File: config.mk
export PLATFORM = sky130hd
export DESIGN_NAME = if_fetch_stage
export DESIGN_NICKNAME = d
export VERILOG_FILES = /design/src/rtl/if_fetch_stage.sv
export SDC_FILE = /design/constraint.sdc
export NUM_CORES = 1
export LEC_CHECK = 0
export ABC_AREA = 1
export BUFFER_PORTS_ARGS = -buffer_cell sky130_fd_sc_hd__buf_2
export CAP_MARGIN = 10
export CORE_MARGIN = 8
export CORE_UTILIZATION = 53
export DETAILED_ROUTE_END_ITERATION = 7
export PLACE_DENSITY = 0.9
export SYNTH_ARGS = -nofsm -noshare
export SYNTH_HDL_FRONTEND = slang
export SYNTH_SLANG_ARGS = --single-unit
File: constraint.sdc
create_clock -name clk -period 1.75 [get_ports clk]
set_input_delay 0 -clock clk [delete_from_list [all_inputs] [get_ports clk]]
set_output_delay 0 -clock clk [all_outputs]
set_load 0.02 [all_outputs]
File: src/rtl/if_fetch_stage.sv
// Instruction-fetch stage: owns the PC, drives a synchronous-read instruction memory and
// loads the IF/ID register {Curr_Pc, Curr_Instr}, absorbing stalls with a one-entry skid buffer.
module if_fetch_stage #(
  parameter int              PC_W      = 9,
  parameter logic [PC_W-1:0] RESET_PC  = 9'h000,
  parameter logic [31:0]     NOP_INSTR = 32'h0000_0013
) (
  input  logic               clk,
  input  logic               reset,
  input  logic               stall,
  input  logic               redirect,
  input  logic [PC_W-1:0]    redirect_pc,
  output logic [PC_W-1:0]    imem_addr,
  input  logic [31:0]        imem_rdata,
  output logic [PC_W+31:0]   if_id_q,
  output logic               if_id_valid
);

  localparam logic [PC_W-1:0]  ALIGN_MASK = ~(PC_W'(2'b11));
  localparam logic [PC_W-1:0]  PC_STEP    = PC_W'(3'd4);
  localparam logic [PC_W+31:0] BUBBLE     = {{PC_W{1'b0}}, NOP_INSTR};

  logic [PC_W-1:0]  pc_r;
  logic             rsp_valid_r;
  logic [PC_W-1:0]  rsp_pc_r;
  logic             skid_valid_r;
  logic [PC_W+31:0] skid_r;

  logic [PC_W-1:0]  target_s;
  logic [PC_W-1:0]  imem_addr_s;
  logic             issue_s;
  logic [PC_W+31:0] rsp_word_s;

  // Issue address: a redirect target bypasses the PC in the same cycle.
  always_comb begin
    target_s   = redirect_pc & ALIGN_MASK;
    rsp_word_s = {rsp_pc_r, imem_rdata};
    issue_s    = !reset && (redirect || !stall);
    if (redirect) begin
      imem_addr_s = target_s;
    end else begin
      imem_addr_s = pc_r;
    end
  end

  assign imem_addr = imem_addr_s;

  // PC and in-flight response tracking; the add wraps naturally at 2^PC_W.
  always_ff @(posedge clk) begin
    if (reset) begin
      pc_r        <= RESET_PC;
      rsp_valid_r <= 1'b0;
      rsp_pc_r    <= {PC_W{1'b0}};
    end else begin
      rsp_valid_r <= issue_s;
      if (issue_s) begin
        rsp_pc_r <= imem_addr_s;
        pc_r     <= imem_addr_s + PC_STEP;
      end else begin
        rsp_pc_r <= rsp_pc_r;
        pc_r     <= pc_r;
      end
    end
  end

  // IF/ID register and skid buffer: redirect squashes, stall parks the arriving word.
  always_ff @(posedge clk) begin
    if (reset) begin
      if_id_q      <= BUBBLE;
      if_id_valid  <= 1'b0;
      skid_valid_r <= 1'b0;
      skid_r       <= BUBBLE;
    end else if (redirect) begin
      if_id_q      <= BUBBLE;
      if_id_valid  <= 1'b0;
      skid_valid_r <= 1'b0;
    end else if (stall) begin
      if (rsp_valid_r && !skid_valid_r) begin
        skid_r       <= rsp_word_s;
        skid_valid_r <= 1'b1;
      end else begin
        skid_r       <= skid_r;
        skid_valid_r <= skid_valid_r;
      end
    end else if (skid_valid_r) begin
      if_id_q      <= skid_r;
      if_id_valid  <= 1'b1;
      skid_valid_r <= 1'b0;
    end else if (rsp_valid_r) begin
      if_id_q     <= rsp_word_s;
      if_id_valid <= 1'b1;
    end else begin
      if_id_q     <= BUBBLE;
      if_id_valid <= 1'b0;
    end
  end

endmodule

# Word-level counts from Yosys, hierarchy flattened
# Index checks and enable logic that the tools add are counted.
[word_totals] register_bits=103
[op_classes] addsub=1 n_mux=5 bitwise_logic=2 n_reduce_logical=9
[ops] operator="two-way mux 41 bit" count=2
[ops] operator="adder 9 x 3 -> 9 bit (second input constant)" count=1
[ops] operator="two-way mux 9 bit" count=1
[ops] operator="logical NOT 1 bit" count=3
[ops] operator="AND reduction 3 bit" count=1
[ops] operator="OR reduction 3 bit" count=1
[ops] operator="logical AND 1 bit" count=2
[ops] operator="two-way mux 1 bit" count=2
[ops] operator="NOT 1 bit" count=2
[ops] operator="OR reduction 2 bit" count=1
[ops] operator="logical OR 1 bit" count=1

# Depth between registers and ports, before layout
# Gate-level depths: netlist of the first run.
[depth] ltp_word=3 depth_mapped=11

# Least setup slack after synthesis of the first run
# Ideal clock, no wire load.
[synth_timing] kind="register to register" from="register pc_r[2]" to="register pc_r[8]" t_arrival_ns=1.298 slack_ns=0.340 path_stages_with_launch=10 period_less_slack_ns=1.410 cell_sequence="dfxtp_1 o21ai_1 inv_1 ha_1 nand3_1 nor2_2 nand2_1 nand2_1 nand2_1 nand2_1"
[synth_via] elab_chain_cells=2
[synth_lines] item="start, declared" line="23" rtl="logic [PC_W-1:0] pc_r;"
[synth_lines] item="start signal, assigned" line="58" rtl="pc_r <= imem_addr_s + PC_STEP;"
[synth_lines] item="start signal, assigned" line="61" rtl="pc_r <= pc_r;"
[synth_lines] item="two-way mux 9 bit" line="39" rtl="if (redirect) begin"
[synth_lines] item="net imem_addr[2]" line="13" rtl="output logic [PC_W-1:0] imem_addr,"
[synth_lines] item="adder 9 x 3 -> 9 bit" line="58"
# The timed path passes the listed nets, and every way through them passes these cells.
# A chain may end at the register's enable or synchronous reset.

# Worst setup path after layout of the first run
[layout_timing] from="register pc_r[2]" to="register pc_r[8]"
[layout_via] elab_chain_cells=2
[layout_lines] item="two-way mux 9 bit" line="39"
[layout_lines] item="adder 9 x 3 -> 9 bit" line="58"
# No other way between the ends.

==> flow_summary.toml, run 1 <==
[power_and_ir_drop]
power.leakage_nw = 2.18
power.switching_mw = 1.19
power_density_nw_per_um2 = 936
comb_power_share_pct = 12.9
power_frac_seq_pct = 52.1
totalPowerFinal_mw = 4.70
p_clk_share_pct = 35.0
ir_worst_vdd_mv = 0.671
p_int_mw = 3.51
switching_share_pct = 25.3

[sta]
worst_pin_slew_ps = 551
fin_crit_sh_pct = 83.2
final_max_slew_viol_count = 0
fmaxAchievable_ghz = 0.687
final_hold_viol_count = 0
maxSlewHeadroom_pct = 63.2
finalSetupViolations = 0
skew_ps = 12.1
rsz0062_at_grt = "false"
fin_setup_tns_ps = 0
fin_crit_ps = 1460

[floorplanning]
die_x_um = 102
start_util_pct = 54.5
row_count = 31
die_area_um2 = 10400
core-area_um2 = 7210
die_h_um = 102
pin_count = 96

[critical_path]
cp.required_ps = 2010
cp_max_fo = 4
worst-setup-path-type = "flip-flop to flip-flop"
cp-startpoint = "pc_r[2]$_SDFFE_PP0P_"
end_kind = "flip-flop"
cp_slowest_cell = "dfxtp_1"
rr_worst_depth = 9
critPathArrivalTime_ps = 1710
r2r-start = "pc_r[2]$_SDFFE_PP0P_"
reg2reg_to = "pc_r[8]$_SDFFE_PP0P_"
cpPeakStageDelay_ps = 320
r2r_slack_ps = 290
critPathBufInv = 1
crit_family = "simple AND/OR/NAND/NOR gates"
crit_top_cell = "nand2_1"
worstPathCellList = "o21ai_1 > inv_1 > ha_1 > nand3_1 > nor2_2 > nand2_1 > nand2_1 > nand2_1 > nand2_1"
start_kind = "flip-flop"

[routing]
firstDrtPassIters = 5
drt-initial-drc-count = 232
drc = 0
route.met3.wl_um = 625
dr_wl_met2_um = 5400
met1_length_um = 4610
drt-total-wl_um = 11000
routedWlPerCell_um = 14.9
vias_per_cell = 5.32
detail-route-antenna-nets = 0
vias = 3934
top_layer = "met4"

[synth]
yosysTopAreaCellShare_pct = 51.4
ys_seq_elements = 101
yosys.area.top_type = "dfxtp_1"
synth.avg_cell_area_um2 = 7.59
synthTopCellsByArea = "dfxtp_1 51%, a21oi_1 12%, nand2_1 11%"
seq_area_frac_synth_pct = 51.4
syn_nets = 564
netlist_area_um2 = 3930
synth_cells = 518
ys_warn_count = 0
synth.distinct_cells = 25

[clock_network]
clk_path_buf_depth = 2
ctsHoldBuffers = 34
clk_pin_slew_ps = 90
cts_resized = 0
htreeDepth = 3
cts_tree = "done"
cts_buffers = 9
clock_latency_ps = 360
cts_setup_buffers = 0
cts-root-buf = "clkbuf_8"
clock_sinks = 101

[status]
outcome = "complete, no violations"

[global_route]
grt_pass1_vias = 3962
grt_start_max_net_pins = 40
antenna_found_initial = 2
overflow = 0
grt_usage_pct = 21.4
grt_pass1_wl_um = 17900

[min_path]
hp-class = "input port to flip-flop"
hold_depth = 5
hold-path-endpoint = "rsp_pc_r[8]$_SDFFE_PP0P_"
min_from = "redirect_pc[8]"

[placed_design]
dp_cells = 688
hpwl_um = 7150
routabilityCongestion = 0.812
io_buffers = 93

[cells_and_area]
final_util_pct = 69.6
syn_to_final_growth_pct = 27.7
drive_gt1_share_pct = 21.0
layout_common_cells = "115 x nand2_1, 101 x dfxtp_1, 93 x buf_2, 91 x a21oi_1, 53 x o21ai_0"
nets = 680
fin_cells = 740
final_common_cell = "nand2_1"

[flow_run]
maxCapViolCount = 0
==> layer usage <==
layer	up-vias	track usage (%)
li1	1945	-
met3	33	3.75
met2	137	37.0
met4	0	11.9
met1	1819	24.3
met5	-	0
==> registers in the layout, summed over array words and instances, names as in the netlist <==
name and count:
if_id_valid 1, skid_r 41, skid_valid_r 1, rsp_valid_r 1, if_id_q 41, rsp_pc_r 7
pc_r 9
==> cell usage after synthesis (all sizes together) <==
cell      n
clkbuf   19
a211oi    8
nand2   119
buf      15
or2       1
o21ai    64
nand3    13
a21oi    92
o22ai     3
o221ai    3
dfxtp   101
inv      25
ha        1
o21bai    1
nor2     53
==> layout make-up <==
class	instances	area (um^2)
Inverter	25	93.8
Tap cell	99	124
Timing Repair Buffer	139	896
Clock inverter	3	67.6
Clock buffer	13	159
Multi-Input combinational cell	358	1660
Antenna cell	2	5.00
Sequential cell	101	2020
Fill cell	618	2190
==> power groups by stage <==
| stage | sequential, mW | combinational [mW] | clock (mW) |
|---|---|---|---|
| after floorplan | 2.53 | 0.311 | 0 |
| after global placement | 2.49 | 0.528 | 0 |
| after detailed placement | 2.50 | 0.542 | 0 |
| after CTS | 2.45 | 0.602 | 1.67 |
| after global routing | 2.46 | 0.672 | 1.76 |
| final | 2.45 | 0.607 | 1.65 |
==> metrics by stage <==
stage / hold slack [ps] / setup WS [ps] / area [um^2]
final: 18.2 / 293 / 5020
after global routing: 58.0 / 113 / 5020
after CTS: 2.23 / 313 / 5020
after detailed placement: 235 / 332 / 4450
after global placement: 235 / 371 / 4450
after floorplan: 78.5 / 340 / 3930
==> worst min-delay path, delay by kind of cell <==
| kind | cells | cell delay [ps] |
|---|---|---|
| and+or+nand+nor | 4 | 260 |
| buffers and inverters | 1 | 80 |
==> worst max path at each step <==
stage | cells past startpoint | slack, ps | to
finish | 9 | 290 | pc_r[8]$_SDFFE_PP0P_
global route | 9 | 110 | pc_r[8]$_SDFFE_PP0P_
CTS | 9 | 310 | pc_r[8]$_SDFFE_PP0P_
detailed placement | 9 | 330 | pc_r[8]$_SDFFE_PP0P_
global placement | 9 | 370 | pc_r[8]$_SDFFE_PP0P_
floorplan | 9 | 340 | pc_r[8]$_SDFFE_PP0P_
==> cells by family after synthesis <==
family / after synthesis / synth area share [%]
DFF: 101 / 51.4
adders and majority gates: 1 / 0.318
and+or+nand+nor: 186 / 18.9
AOI/OAI and AO/OA: 171 / 22.9
buffers and inverters: 59 / 6.49
No activity file was read; power rests on OpenSTA's default activity.
==> inputs of run 2 (changes only) <==
--- a/config.mk
+++ b/config.mk
@@ -5,13 +5,13 @@
 export SDC_FILE = /design/constraint.sdc
 export NUM_CORES = 1
 export LEC_CHECK = 0
-export ABC_AREA = 1
+export ABC_AREA = 0
 export BUFFER_PORTS_ARGS = -buffer_cell sky130_fd_sc_hd__buf_2
 export CAP_MARGIN = 10
 export CORE_MARGIN = 8
-export CORE_UTILIZATION = 53
+export CORE_UTILIZATION = 49
 export DETAILED_ROUTE_END_ITERATION = 7
-export PLACE_DENSITY = 0.9
+export PLACE_DENSITY = 0.87
 export SYNTH_ARGS = -nofsm -noshare
 export SYNTH_HDL_FRONTEND = slang
 export SYNTH_SLANG_ARGS = --single-unit
==> constraint.sdc (replaced) <==
create_clock -name clk -period 1.3 [get_ports clk]
set_input_delay 0 -clock clk [delete_from_list [all_inputs] [get_ports clk]]
set_output_delay 0 -clock clk [all_outputs]
set_load 0.02 [all_outputs]
==> run 2 against run 1 <==
Effect of this change:
- the flow now finishes with violations (negative setup slack)
- sequential share of layout area shrank 4.3 points
- total power grew 26%
- non-clock buffer count grew 20
- register-to-register slack lost 530 ps
- largest cell class is now multi-input combinational cells
==> flow_summary.toml, run 2 <==
[cells_and_area]
fin_cells = 790
layout_common_cells = "123 x nand2_1, 120 x a21oi_1, 97 x dfxtp_1, 91 x buf_2, 59 x nor2_1"
largestRegisters = "if_id_q: 41 flops, skid_r: 41 flops, pc_r: 9 flops"
final_util_pct = 65.0
nets = 724
syn_to_final_growth_pct = 29.7
nFillCells = 717
antennaDiodeCount = 0
final_common_cell = "nand2_1"
drive_gt1_share_pct = 23.9

[synth]
dominantRegCellSynth = "dfxtp_1"
synth_cells = 554
synthMostInstantiatedCell = "nand2_1"
synth.distinct_cells = 37
async_flop_share_pct = 0
syn_nets = 600
ys_warn_count = 0
synthTopCellsByArea = "dfxtp_1 47%, a21oi_1 14%, nand2_1 11%"
yosys.area.top_type = "dfxtp_1"
ys_seq_elements = 101
netlist_area_um2 = 4350
synth_edf_count = 0
synth_common_cells = "123 x nand2_1, 121 x a21oi_1, 101 x dfxtp_1, 60 x nor2_1, 41 x nand3b_1"
yosysTopAreaCellShare_pct = 46.5
synth.avg_cell_area_um2 = 7.85
seq_area_frac_synth_pct = 46.5

[global_route]
grt_pass1_vias = 4109
grt_usage_pct = 19.1
antenna_found_initial = 0
grt_pass1_wl_um = 18700
overflow = 0
grt_start_max_net_pins = 54

[sta]
final_hold_viol_count = 0
worst_pin_slew_ps = 475
fin_crit_sh_pct = 118
fin_ws_ps = -234
fin_crit_ps = 1530
fmaxAchievable_ghz = 0.652
maxSlewHeadroom_pct = 68.3
hold_ws_ps = 61.2
final_max_slew_viol_count = 0
skew_ps = 6.53
finalSetupViolations = 5
fin_setup_tns_ps = -727
rsz0062_at_grt = "true"

[critical_path]
cpPeakStageDelay_ps = 330
critPathArrivalTime_ps = 1770
end_kind = "flip-flop"
crit_family = "compound AO/OA/AOI/OAI gates"
cp.required_ps = 1540
cp_slowest_cell = "dfxtp_2"
r2r-start = "pc_r[3]$_SDFFE_PP0P_"
cp_max_fo = 3
rr_worst_depth = 6
reg2reg_to = "pc_r[8]$_SDFFE_PP0P_"
critPathBufInv = 0
start_kind = "flip-flop"
worstPathCellList = "mux2_4 > ha_4 > nand4b_1 > a22oi_2 > and3_1 > a311o_1"
worst-setup-path-type = "flip-flop to flip-flop"
r2r_slack_ps = -230

[routing]
vias = 4212
drc = 0
drt-initial-drc-count = 205
firstDrtPassIters = 4
vias_per_cell = 5.33
detail-route-antenna-nets = 0
drt-total-wl_um = 11900
routedWlPerCell_um = 15.0

[placed_design]
hpwl_um = 7800
routabilityCongestion = 0.839
dp_cells = 736
dpl_worst_slack_ps = -213
io_buffers = 93

[power_and_ir_drop]
power_density_nw_per_um2 = 1050
power.leakage_nw = 2.24
comb_power_share_pct = 15.2
ir_worst_vdd_mv = 0.610
power_frac_seq_pct = 54.8
power.switching_mw = 1.59
p_int_mw = 4.35
switching_share_pct = 26.7
p_clk_share_pct = 29.9

[clock_network]
cts_buffers = 9
clock_latency_ps = 340
htreeDepth = 3
cts-root-buf = "clkbuf_8"
clk_path_buf_depth = 2
cts_tree = "done"
clock_sinks = 101
clk_pin_slew_ps = 90

[floorplanning]
die_area_um2 = 12100
start_util_pct = 50.1
pin_count = 96
die_x_um = 110
row_count = 34
core-area_um2 = 8680
die_h_um = 110

[status]
violations = "negative setup slack"
outcome = "finished with violations"

[min_path]
hp-class = "input port to flip-flop"
min_from = "redirect_pc[4]"
hold_depth = 3
hold-path-endpoint = "pc_r[4]$_SDFFE_PP0P_"

[flow_run]
maxCapViolCount = 0
-- run 2: changes by cell type in the layout (fill, tap and decap cells not counted), moves of 5 or more --
cell and delta:
inv_1 -13, buf_4 +9, nand3b_1 +41, o21ai_0 -53
nand3_1 -9, a21oi_1 +29, inv_2 -5, o21ai_1 -10
buf_6 +7, nor2_1 +10, nand2_1 +8
-- run 2: power groups by stage --
| stage | Clock [mW] | Combinational (mW) | Sequential (mW) |
|---|---|---|---|
| after floorplan | 0 | 0.464 | 3.33 |
| after global placement | 0 | 0.720 | 3.31 |
| after detailed placement | 0 | 0.751 | 3.32 |
| after CTS | 1.84 | 0.846 | 3.25 |
| after global routing | 1.95 | 0.982 | 3.26 |
| final | 1.78 | 0.903 | 3.25 |
-- run 2: metal layers --
metal | track usage, % | vias up | routed length (um)
met4 | 8.09 | 0 | 229
met1 | 21.5 | 1958 | 4960
li1 | - | 2105 | -
met3 | 3.43 | 21 | 758
met2 | 34.5 | 128 | 5920
met5 | 0 | - | 0
-- run 2: per-stage QoR --
| stage | cell area [um^2] | total power, mW |
|---|---|---|
| floorplan | 4370 | 3.79 |
| global placement | 4980 | 4.03 |
| detailed placement | 4980 | 4.07 |
| CTS | 5540 | 5.93 |
| global route | 5640 | 6.19 |
| finish | 5640 | 5.93 |
-- run 2: worst max-delay path by stage --
stage | startpoint | depth (start not counted) | slack (ps) | to
4_1_cts | pc_r[3]$_SDFFE_PP0P_ | 6 | -230 | pc_r[8]$_SDFFE_PP0P_
5_1_grt | pc_r[3]$_SDFFE_PP0P_ | 6 | -300 | pc_r[8]$_SDFFE_PP0P_
3_3_place_gp | pc_r[3]$_SDFFE_PP0P_ | 6 | -190 | pc_r[8]$_SDFFE_PP0P_
2_1_floorplan | pc_r[2]$_SDFFE_PP0P_ | 6 | -240 | pc_r[8]$_SDFFE_PP0P_
6_report | pc_r[3]$_SDFFE_PP0P_ | 6 | -230 | pc_r[8]$_SDFFE_PP0P_
3_5_place_dp | pc_r[3]$_SDFFE_PP0P_ | 6 | -210 | pc_r[8]$_SDFFE_PP0P_
-- run 2: final cells by class --
type / instances / area, um^2 / share of cell area (%)
Sequential cell: 101 / 2030 / 36.0
Inverter: 7 / 26.3 / 0.466
Tap cell: 108 / 135 / 2.40
Clock buffer: 10 / 138 / 2.44
Multi-Input combinational cell: 400 / 2140 / 37.9
Timing Repair Buffer: 159 / 1140 / 20.2
Clock inverter: 5 / 37.5 / 0.666
-- run 2: worst reg2reg max path: cells and delay by family (launching register included) --
| family | cells | cell delay (ps) |
|---|---|---|
| mux | 1 | 300 |
| flops | 1 | 330 |
| compound gates | 2 | 350 |
| simple gates | 2 | 290 |
| fa+ha+maj | 1 | 170 |
-- run 2: cell families (layout without fill, tap and decap cells) --
logic type,Yosys count,in the layout,synth area share (%)
AO/OA/AOI/OAI,137,137,17.1
XOR/XNOR,5,5,1.01
adder cells (fa/ha/maj),1,1,0.288
buffers and inverters,53,181,6.16
flip-flops,101,101,46.5
multiplexers,9,9,2.22
AND/OR/NAND/NOR,248,248,26.7
-- run 2: what timing repair did --
action / 4_1_cts / 5_1_grt
gates resized for setup: 6 / 17
hold buffers: 35 / 0
setup buffers: 0 / 4
hold endpoints to repair: 35 / 0
endpoints found under the setup margin: 4 / 42
pin swaps: 4 / 4
